File: config.mk
export PLATFORM = sky130hd
export DESIGN_NAME = hdr_merge_sync_ctrl
export DESIGN_NICKNAME = d
export VERILOG_FILES = /design/src/rtl/hdr_merge_sync_ctrl.sv
export SDC_FILE = /design/constraint.sdc
export NUM_CORES = 1
export LEC_CHECK = 0
export BUFFER_PORTS_ARGS = -buffer_cell sky130_fd_sc_hd__buf_2
export CAP_MARGIN = 20
export CORE_MARGIN = 2
export CORE_UTILIZATION = 58
export DETAILED_ROUTE_END_ITERATION = 10
export PLACE_DENSITY_LB_ADDON = 0.08
export SLEW_MARGIN = 10
export SYNTH_ARGS = -nofsm -noshare
export SYNTH_HDL_FRONTEND = slang
export SYNTH_SLANG_ARGS = --single-unit
File: constraint.sdc
create_clock -name clk -period 5.9 [get_ports clk]
set_input_delay 1.18 -clock clk [delete_from_list [all_inputs] [get_ports clk]]
set_output_delay 1.18 -clock clk [all_outputs]
set_load 0.01 [all_outputs]
File: src/rtl/hdr_merge_sync_ctrl.sv
`timescale 1ns/1ps
// Frame-level sequencer for the two-exposure HDR merge: aligns both streams on SOP,
// issues joint pixel-pair accepts under output-buffer credits, and regenerates output framing.
module hdr_merge_sync_ctrl #(
    parameter int LATENCY = 20,
    parameter int CREDITS = 32,
    parameter int CNT_W   = 16
) (
    input  logic             clk,
    input  logic             rst,
    input  logic             enable_i,
    input  logic             snk0_valid_i,
    input  logic             snk0_sop_i,
    input  logic             snk0_eop_i,
    output logic             snk0_ready_o,
    input  logic             snk1_valid_i,
    input  logic             snk1_sop_i,
    input  logic             snk1_eop_i,
    output logic             snk1_ready_o,
    input  logic             credit_ret_i,
    output logic             pair_acc_o,
    output logic             src_valid_o,
    output logic             src_sop_o,
    output logic             src_eop_o,
    output logic             src_error_o,
    output logic [CNT_W-1:0] frame_cnt_o,
    output logic [CNT_W-1:0] drop_cnt_o,
    output logic             err_sticky_o,
    input  logic             err_clr_i
);

    localparam int CR_W  = $clog2(CREDITS + 1);
    localparam int AGE_W = $clog2(LATENCY + 2);
    localparam logic [CR_W-1:0]  CR_FULL  = CR_W'(CREDITS);
    localparam logic [AGE_W-1:0] AGE_NONE = AGE_W'(LATENCY + 1);

    // state  | meaning
    // IDLE   | stopped, both readies low, waiting for enable_i
    // SEEK   | drop non-SOP beats, hold each stream at its SOP until both are held
    // STREAM | joint accept of pixel pairs until EOP or a misalignment fault
    typedef enum logic [1:0] {IDLE, SEEK, STREAM} state_t;

    state_t           state;
    logic             held0;
    logic             held1;
    logic             first_beat;
    logic [CR_W-1:0]  credits;
    logic [AGE_W-1:0] last_age;
    logic [3:0]       tag_pipe [1:LATENCY];

    logic             has_credit;
    logic             sop0;
    logic             sop1;
    logic             fault;
    logic             accept;
    logic             drop0;
    logic             drop1;
    logic             go_stream;
    logic             eop_both;
    logic             eop_one;
    logic [CNT_W:0]   drop_sum;

    assign has_credit = (credits != '0);
    assign sop0       = snk0_valid_i & snk0_sop_i;
    assign sop1       = snk1_valid_i & snk1_sop_i;
    assign fault      = (state == STREAM) & ~first_beat & (sop0 | sop1);
    assign accept     = (state == STREAM) & snk0_valid_i & snk1_valid_i & has_credit & ~fault;
    assign drop0      = (state == SEEK) & ~held0 & snk0_valid_i & ~snk0_sop_i;
    assign drop1      = (state == SEEK) & ~held1 & snk1_valid_i & ~snk1_sop_i;
    assign go_stream  = (state == SEEK) & (held0 | sop0) & (held1 | sop1) & has_credit;
    assign eop_both   = accept & snk0_eop_i & snk1_eop_i;
    assign eop_one    = accept & (snk0_eop_i ^ snk1_eop_i);
    assign drop_sum   = {1'b0, drop_cnt_o} + {{CNT_W{1'b0}}, drop0} + {{CNT_W{1'b0}}, drop1};

    assign snk0_ready_o = accept | drop0;
    assign snk1_ready_o = accept | drop1;
    assign pair_acc_o   = accept;
    assign {src_valid_o, src_sop_o, src_eop_o, src_error_o} = tag_pipe[LATENCY];

    always_ff @(posedge clk or posedge rst) begin
        if (rst) begin
            state        <= IDLE;
            held0        <= 1'b0;
            held1        <= 1'b0;
            first_beat   <= 1'b0;
            frame_cnt_o  <= '0;
            err_sticky_o <= 1'b0;
        end else begin
            case (state)
                IDLE: begin
                    if (enable_i) state <= SEEK;
                end
                SEEK: begin
                    if (go_stream) begin
                        state      <= STREAM;
                        first_beat <= 1'b1;
                        held0      <= 1'b0;
                        held1      <= 1'b0;
                    end else begin
                        held0 <= held0 | sop0;
                        held1 <= held1 | sop1;
                    end
                end
                STREAM: begin
                    if (accept) first_beat <= 1'b0;
                    if (eop_both) begin
                        if (frame_cnt_o != '1) frame_cnt_o <= frame_cnt_o + CNT_W'(1);
                        state <= enable_i ? SEEK : IDLE;
                    end else if (eop_one || fault) begin
                        state <= SEEK;
                    end
                end
                default: state <= IDLE;
            endcase
            if (eop_one || fault) err_sticky_o <= 1'b1;
            else if (err_clr_i)   err_sticky_o <= 1'b0;
        end
    end

    // last_age tracks which tag stage holds the most recently accepted beat
    always_ff @(posedge clk or posedge rst) begin
        if (rst) begin
            credits    <= CR_FULL;
            drop_cnt_o <= '0;
            last_age   <= AGE_NONE;
        end else begin
            if (accept && !credit_ret_i)
                credits <= credits - CR_W'(1);
            else if (!accept && credit_ret_i && credits != CR_FULL)
                credits <= credits + CR_W'(1);
            drop_cnt_o <= drop_sum[CNT_W] ? '1 : drop_sum[CNT_W-1:0];
            if (accept)
                last_age <= AGE_W'(1);
            else if (last_age != AGE_NONE)
                last_age <= last_age + AGE_W'(1);
        end
    end

    // A fault closes the truncated frame by marking its last beat eop+error in flight
    always_ff @(posedge clk or posedge rst) begin
        if (rst) begin
            for (int i = 1; i <= LATENCY; i++) tag_pipe[i] <= 4'b0000;
        end else begin
            tag_pipe[1] <= {accept, accept & first_beat, eop_both | eop_one, eop_one};
            for (int i = 2; i <= LATENCY; i++)
                tag_pipe[i] <= tag_pipe[i-1] |
                               ((fault && last_age == AGE_W'(i - 1)) ? 4'b0011 : 4'b0000);
        end
    end

endmodule

# --- Word level (Yosys, flattened, before mapping) ---
# Cells that the tools add are included.
# W data, S select, Z words.
classes:
  n_addsub: 6
  multipliers: 0
  div: 0
  magnitude_cmp: 0
  eq_ne: 28
  n_shift: 0
  n_mux: 37
  n_bitwise: 53
  n_reduce_logical: 34
ops:
  columns: ["cell", "count"]
  rows:
  - ["$or A4 B2 Y4", 19]
  - ["$mux W2", 23]
  - ["$eq A5 B4 Y1 const B", 8]
  - ["$logic_and A1 B1 Y1", 22]
  - ["$and A1 B1 Y1", 21]
  - ["$eq A5 B3 Y1 const B", 4]
  - ["$eq A5 B5 Y1 const B", 4]
  - ["$add A16 B1 Y17", 1]
  - ["$add A17 B1 Y17", 1]
  - ["$add A16 B1 Y16 const B", 1]
  - ["$mux W16", 1]
  - ["$ne A16 B16 Y1 const B", 1]
  - ["$mux W6", 2]
  - ["$eq A5 B2 Y1 const B", 2]
  - ["$mux W5", 2]
  - ["$reduce_and A3 Y1", 3]
  - ["$reduce_bool A2 Y1", 4]
  - ["$mux W1", 7]
  - ["$add A6 B1 Y6 const B", 1]
  - ["$ne A2 B2 Y1 const B", 3]
  - ["$ne A6 B6 Y1 const B", 1]
  - ["$not A1 Y1", 6]
  - ["$or A1 B1 Y1", 6]
  - ["$pmux W2 S3", 1]
  - ["13 further kinds", 14]
word_totals:
  regBits: 129
  latchBits: 0
  ram_bits: 0
  rom_bits: 0
  inputBits: 11
  word_cells: 187
  n_memories: 0

# --- Longest topological paths before layout ---
logic_depth:
  word_depth: 10
  mapped_depth: 12
  mapped_depth_nobuf: 10

# --- Worst setup path before layout ---
# OpenSTA, ideal clock, no wires.
synth_timing:
  path_kind: "in2out"
  from: "in snk0_sop_i"
  to: "out snk0_ready_o"
  t_arrival_ns: 2.074
  t_required_ns: 4.720
  setup_slack_ns: 2.646
  cell_stages: 6
  n_path_buf: 2
  path_cell_list: "o21ba_1 a211o_1 buf_6 inv_1 buf_6 or2_2"
synth_between:
  elab_chain_cells: 6
  word_cells_on_any_way: 8
synth_lines:
  columns: ["element", "line_no", "text"]
  rows:
  - ["start, declared", "13", "input logic snk0_sop_i,"]
  - ["$and A1 B1 Y1", "64", "assign sop0 = snk0_valid_i & snk0_sop_i;"]
  - ["$or A1 B1 Y1", "66", "assign fault = (state == STREAM) & ~first_beat & (sop0 | sop1);"]
  - ["$and A1 B1 Y1", "66", null]
  - ["$not A1 Y1", "67", "assign accept = (state == STREAM) & snk0_valid_i & snk1_valid_i & has_credit & ~fault;"]
  - ["$and A1 B1 Y1", "67", null]
  - ["via pair_acc_o", "21", "output logic pair_acc_o,"]
  - ["$or A1 B1 Y1", "75", "assign snk0_ready_o = accept | drop0;"]
  - ["end, declared", "15", "output logic snk0_ready_o,"]
# The timed path passes the listed nets, and every way through them passes these cells.

# --- Worst setup path in the final report ---
layout_timing:
  from: "reg credits[2]"
  to: "out snk0_ready_o"
layout_between:
  elab_chain_cells: 4
layout_lines:
  columns: ["element", "line_no", "text"]
  rows:
  - ["start, declared", "47", "logic [CR_W-1:0] credits;"]
  - ["start signal, assigned", "128", "credits <= credits - CR_W'(1);"]
  - ["start signal, assigned", "130", "credits <= credits + CR_W'(1);"]
  - ["$reduce_bool A6 Y1", "63", "assign has_credit = (credits != '0);"]
  - ["$and A1 B1 Y1 (2 in a row)", "67", null]
  - ["$or A1 B1 Y1", "75", null]
# No other way between the ends.

==> out/qor.csv <==
stage,metric,value,unit
die,Cell Rows,34,
pwr,worst vdd ir,226,µV
critical_path,Crit path max-delay family,simple AND/OR/NAND/NOR gates,
synth,Mapped Cells,399,
clock_network,# Post-CTS Setup Buffers,0,
clock_network,hold_buf cts,0,
synth,area fraction of the dominant cell type after synthesis,62.1,%
pwr,Static Leak,3.06,nW
critical_path,"Buf+Inv Stages, Crit Path",2,
placed_design,Port Buffers,50,
placed_design,DP Wirelength,5.90,mm
global_route,first-pass GRT wire length,15.6,mm
finish,Antenna diodes,0,
clock_network,clock root cell,clkbuf_8,
global_route,largest net degree at the start of global routing,86,
clock_network,CTS tree,yes,
detailed_routing,Post-Route WL,9.24,mm
synth,Synth cell types,53,
critical_path,CP max-delay cell,dfrtp_1,
finish,synthesis-to-layout area growth,18.8,%
detailed_routing,max layer used,met4,
placed_design,placed cells,545,
detailed_routing,routed vias/inst,5.57,
clock_network,CTS buffer count,17,
global_route,residual overflow from global routing,0,
detailed_routing,DRC,0,
die,Die W,97.2,µm
timing,setup ws final,1.95,ns
timing,clock skew,0.00840,ns
synth,share of synthesized registers carrying an async set or reset,100,%
die,die footprint,9450,µm²
synth,yosys warns,0,
timing,Final Hold Fails,0,
clock_network,sink count of the clock tree,129,
clock_network,# resized after CTS,0,
run_status,status,finished clean,
timing,Slew Limit Headroom,46.3,%
detailed_routing,WL per Instance,16.0,µm
detailed_routing,met3 WL,373,µm
timing,Tcrit/Tclk final,67.0,%
finish,"commonest non-fill, non-tap cell in the layout",dfrtp_1,
timing,RSZ-0062 raised after global routing,no,
pwr,Pwr Total,2.53,mW
finish,"commonest cells after routing, fill and taps aside","dfrtp_1, buf_2, nand2_1",
synth,syn nets,419,
synth,#FFs+latches synth,129,
detailed_routing,met2 WL post-DR,4.59,mm
timing,Pins Over Slew Limit,0,
detailed_routing,via count,3221,
finish,fin nets,477,
pwr,PwrDens,423,nW/µm²
synth,"EDFF count, synth",0,
clock_network,CTS Buffer Depth,2,
synth,synth top area cells,"dfrtp_1, o21bai_1, xnor2_1",
die,Core Region,8550,µm²
critical_path,max incr delay on CP,0.50,ns
synth,Avg Inst Size Synth,12.6,µm²
critical_path,startpoint type of the worst setup path,flip-flop,
synth,sequential-to-total area share from yosys stat,64.2,%
global_route,initial antenna violation count,0,
placed_design,routability cong.,0.863,
worst_hold_path,Hold Path Class,flip-flop to flip-flop,
timing,"Setup violations, final",0,
synth,Post-synth top flop,dfrtp_1,
detailed_routing,Post-DRT Antenna Nets,0,
timing,Tightest Pin Transition,0.795,ns
finish,fin cells,578,
timing,Max Freq,253,MHz
critical_path,Worst EP arrival,2.77,ns
finish,fraction of layout cells with a size suffix above 1,21.7,%
clock_network,Worst-Skew Late Latency,0.51,ns
synth,Mapped Area,5040,µm²
clock_network,CTS H-tree depth,4,
finish,Util after Layout,70.0,%
critical_path,Setup CP Type,flip-flop to primary output,
die,starting density of the core,58.9,%
clock_network,Worst-path clk slew,0.06,ns
critical_path,crit-path cells,nor4_1 > a211o_1 > inv_1 > or2_2 > buf_2,
timing,Final Critical Period,3.95,ns
flow_run,MaxCap Viol Count,0,
global_route,vias in the first global route,3182,
detailed_routing,Initial DRC Count,160,
detailed_routing,DRT met1 WL,4.08,mm
critical_path,crit end category,primary output,
die,Die H,97.2,µm
timing,setup TNS,0,ns
detailed_routing,first-pass iteration count of the detailed router,4,
critical_path,CP Max Fanout,13,
placed_design,pre-CTS setup slack,2.05,ns
synth,Synth area leader,dfrtp_1,
global_route,total track usage,21.3,%
die,Top Ports,51,
critical_path,Critical Path RT,4.72,ns
==> final timing paths <==
path / startpoint / end / slack, ns / cells past startpoint
setup reg to reg: state[1] / drop_cnt_o[13] / 2.64 / 9
min in group asynchronous: rst / tag_pipe[26] / 0.59 / 2
hold / removal: tag_pipe[42] / tag_pipe[38] / 0.34 / 0
setup / recovery: credits[2] / snk0_ready_o / 1.95 / 5
hold reg to reg: tag_pipe[42] / tag_pipe[38] / 0.34 / 0
max in group asynchronous: rst / tag_pipe[21] / 4.53 / 3
==> registers in the layout (all words and copies together), names as in the netlist <==
register and count:
err_sticky_o 1, state 2, credits 6, src_sop_o 1
last_age 5, src_valid_o 1, held1 1, drop_cnt_o 16
src_eop_o 1, frame_cnt_o 16, src_error_o 1, tag_pipe 76
first_beat 1, held0 1
==> area by class of cell <==
class / count / area [µm²]
clock buffer: 17 / 414
clock inverter: 15 / 178
fill: 576 / 2560
inverter: 8 / 32.5
multi-input combinational: 249 / 1710
sequential: 129 / 3230
tap: 108 / 135
timing repair buffer: 52 / 285
==> worst reg2reg max path, stage by stage, from the launching register on <==
cell	delay, ns
dfrtp_1	0.43
inv_1	0.18
nand2_1	0.18
nor4b_1	0.71
fa_1	0.38
ha_1	0.23
and3_1	0.28
and2_1	0.19
nand3_1	0.39
nand3_1	0.23
==> Yosys cell counts, drive strengths merged, types with 4 or more instances <==
master    n
xor2     16
nand2    33
nor3      7
o21bai   30
and3      8
o22ai     4
nand2b   14
ha        8
inv       8
dfrtp   125
nand3    20
buf       8
or2       5
xnor2    17
nor4      6
nand4     9
dfstp     4
nor2     20
clkbuf    5
a21oi     9
==> metal layers <==
layer / vias to the layer above / track usage [%]
li1: 1505 / -
met1: 1627 / 27.5
met2: 73 / 34.1
met3: 16 / 5.76
met4: 0 / 10.0
met5: - / 0
==> stage by stage <==
| stage | hold WS (ns) | cell area, µm² |
|---|---|---|
| after floorplan | 0.331 | 5040 |
| after global placement | 0.334 | 5370 |
| after detailed placement | 0.335 | 5370 |
| after CTS | 0.346 | 5960 |
| after global routing | 0.350 | 5990 |
| final | 0.345 | 5990 |
==> cells by family after synthesis <==
| group | after synthesis | synth area share [%] |
|---|---|---|
| flip-flops | 129 | 64.2 |
| XOR/XNOR | 33 | 5.73 |
| adder cells (fa/ha/maj) | 9 | 2.38 |
| buffers and inverters | 21 | 1.96 |
| multiplexers | 4 | 0.819 |
| AND/OR/NAND/NOR | 139 | 15.5 |
| AO/OA/AOI/OAI | 64 | 9.48 |
==> power by group <==
| group | total [mW] | internal (mW) | switching, mW |
|---|---|---|---|
| Sequential | 1.13 | 1.00 | 0.133 |
| Clock | 1.02 | 0.615 | 0.408 |
| Combinational | 0.377 | 0.168 | 0.209 |
| Total | 2.53 | 1.78 | 0.751 |
Power figures use the tool's default switching activity.
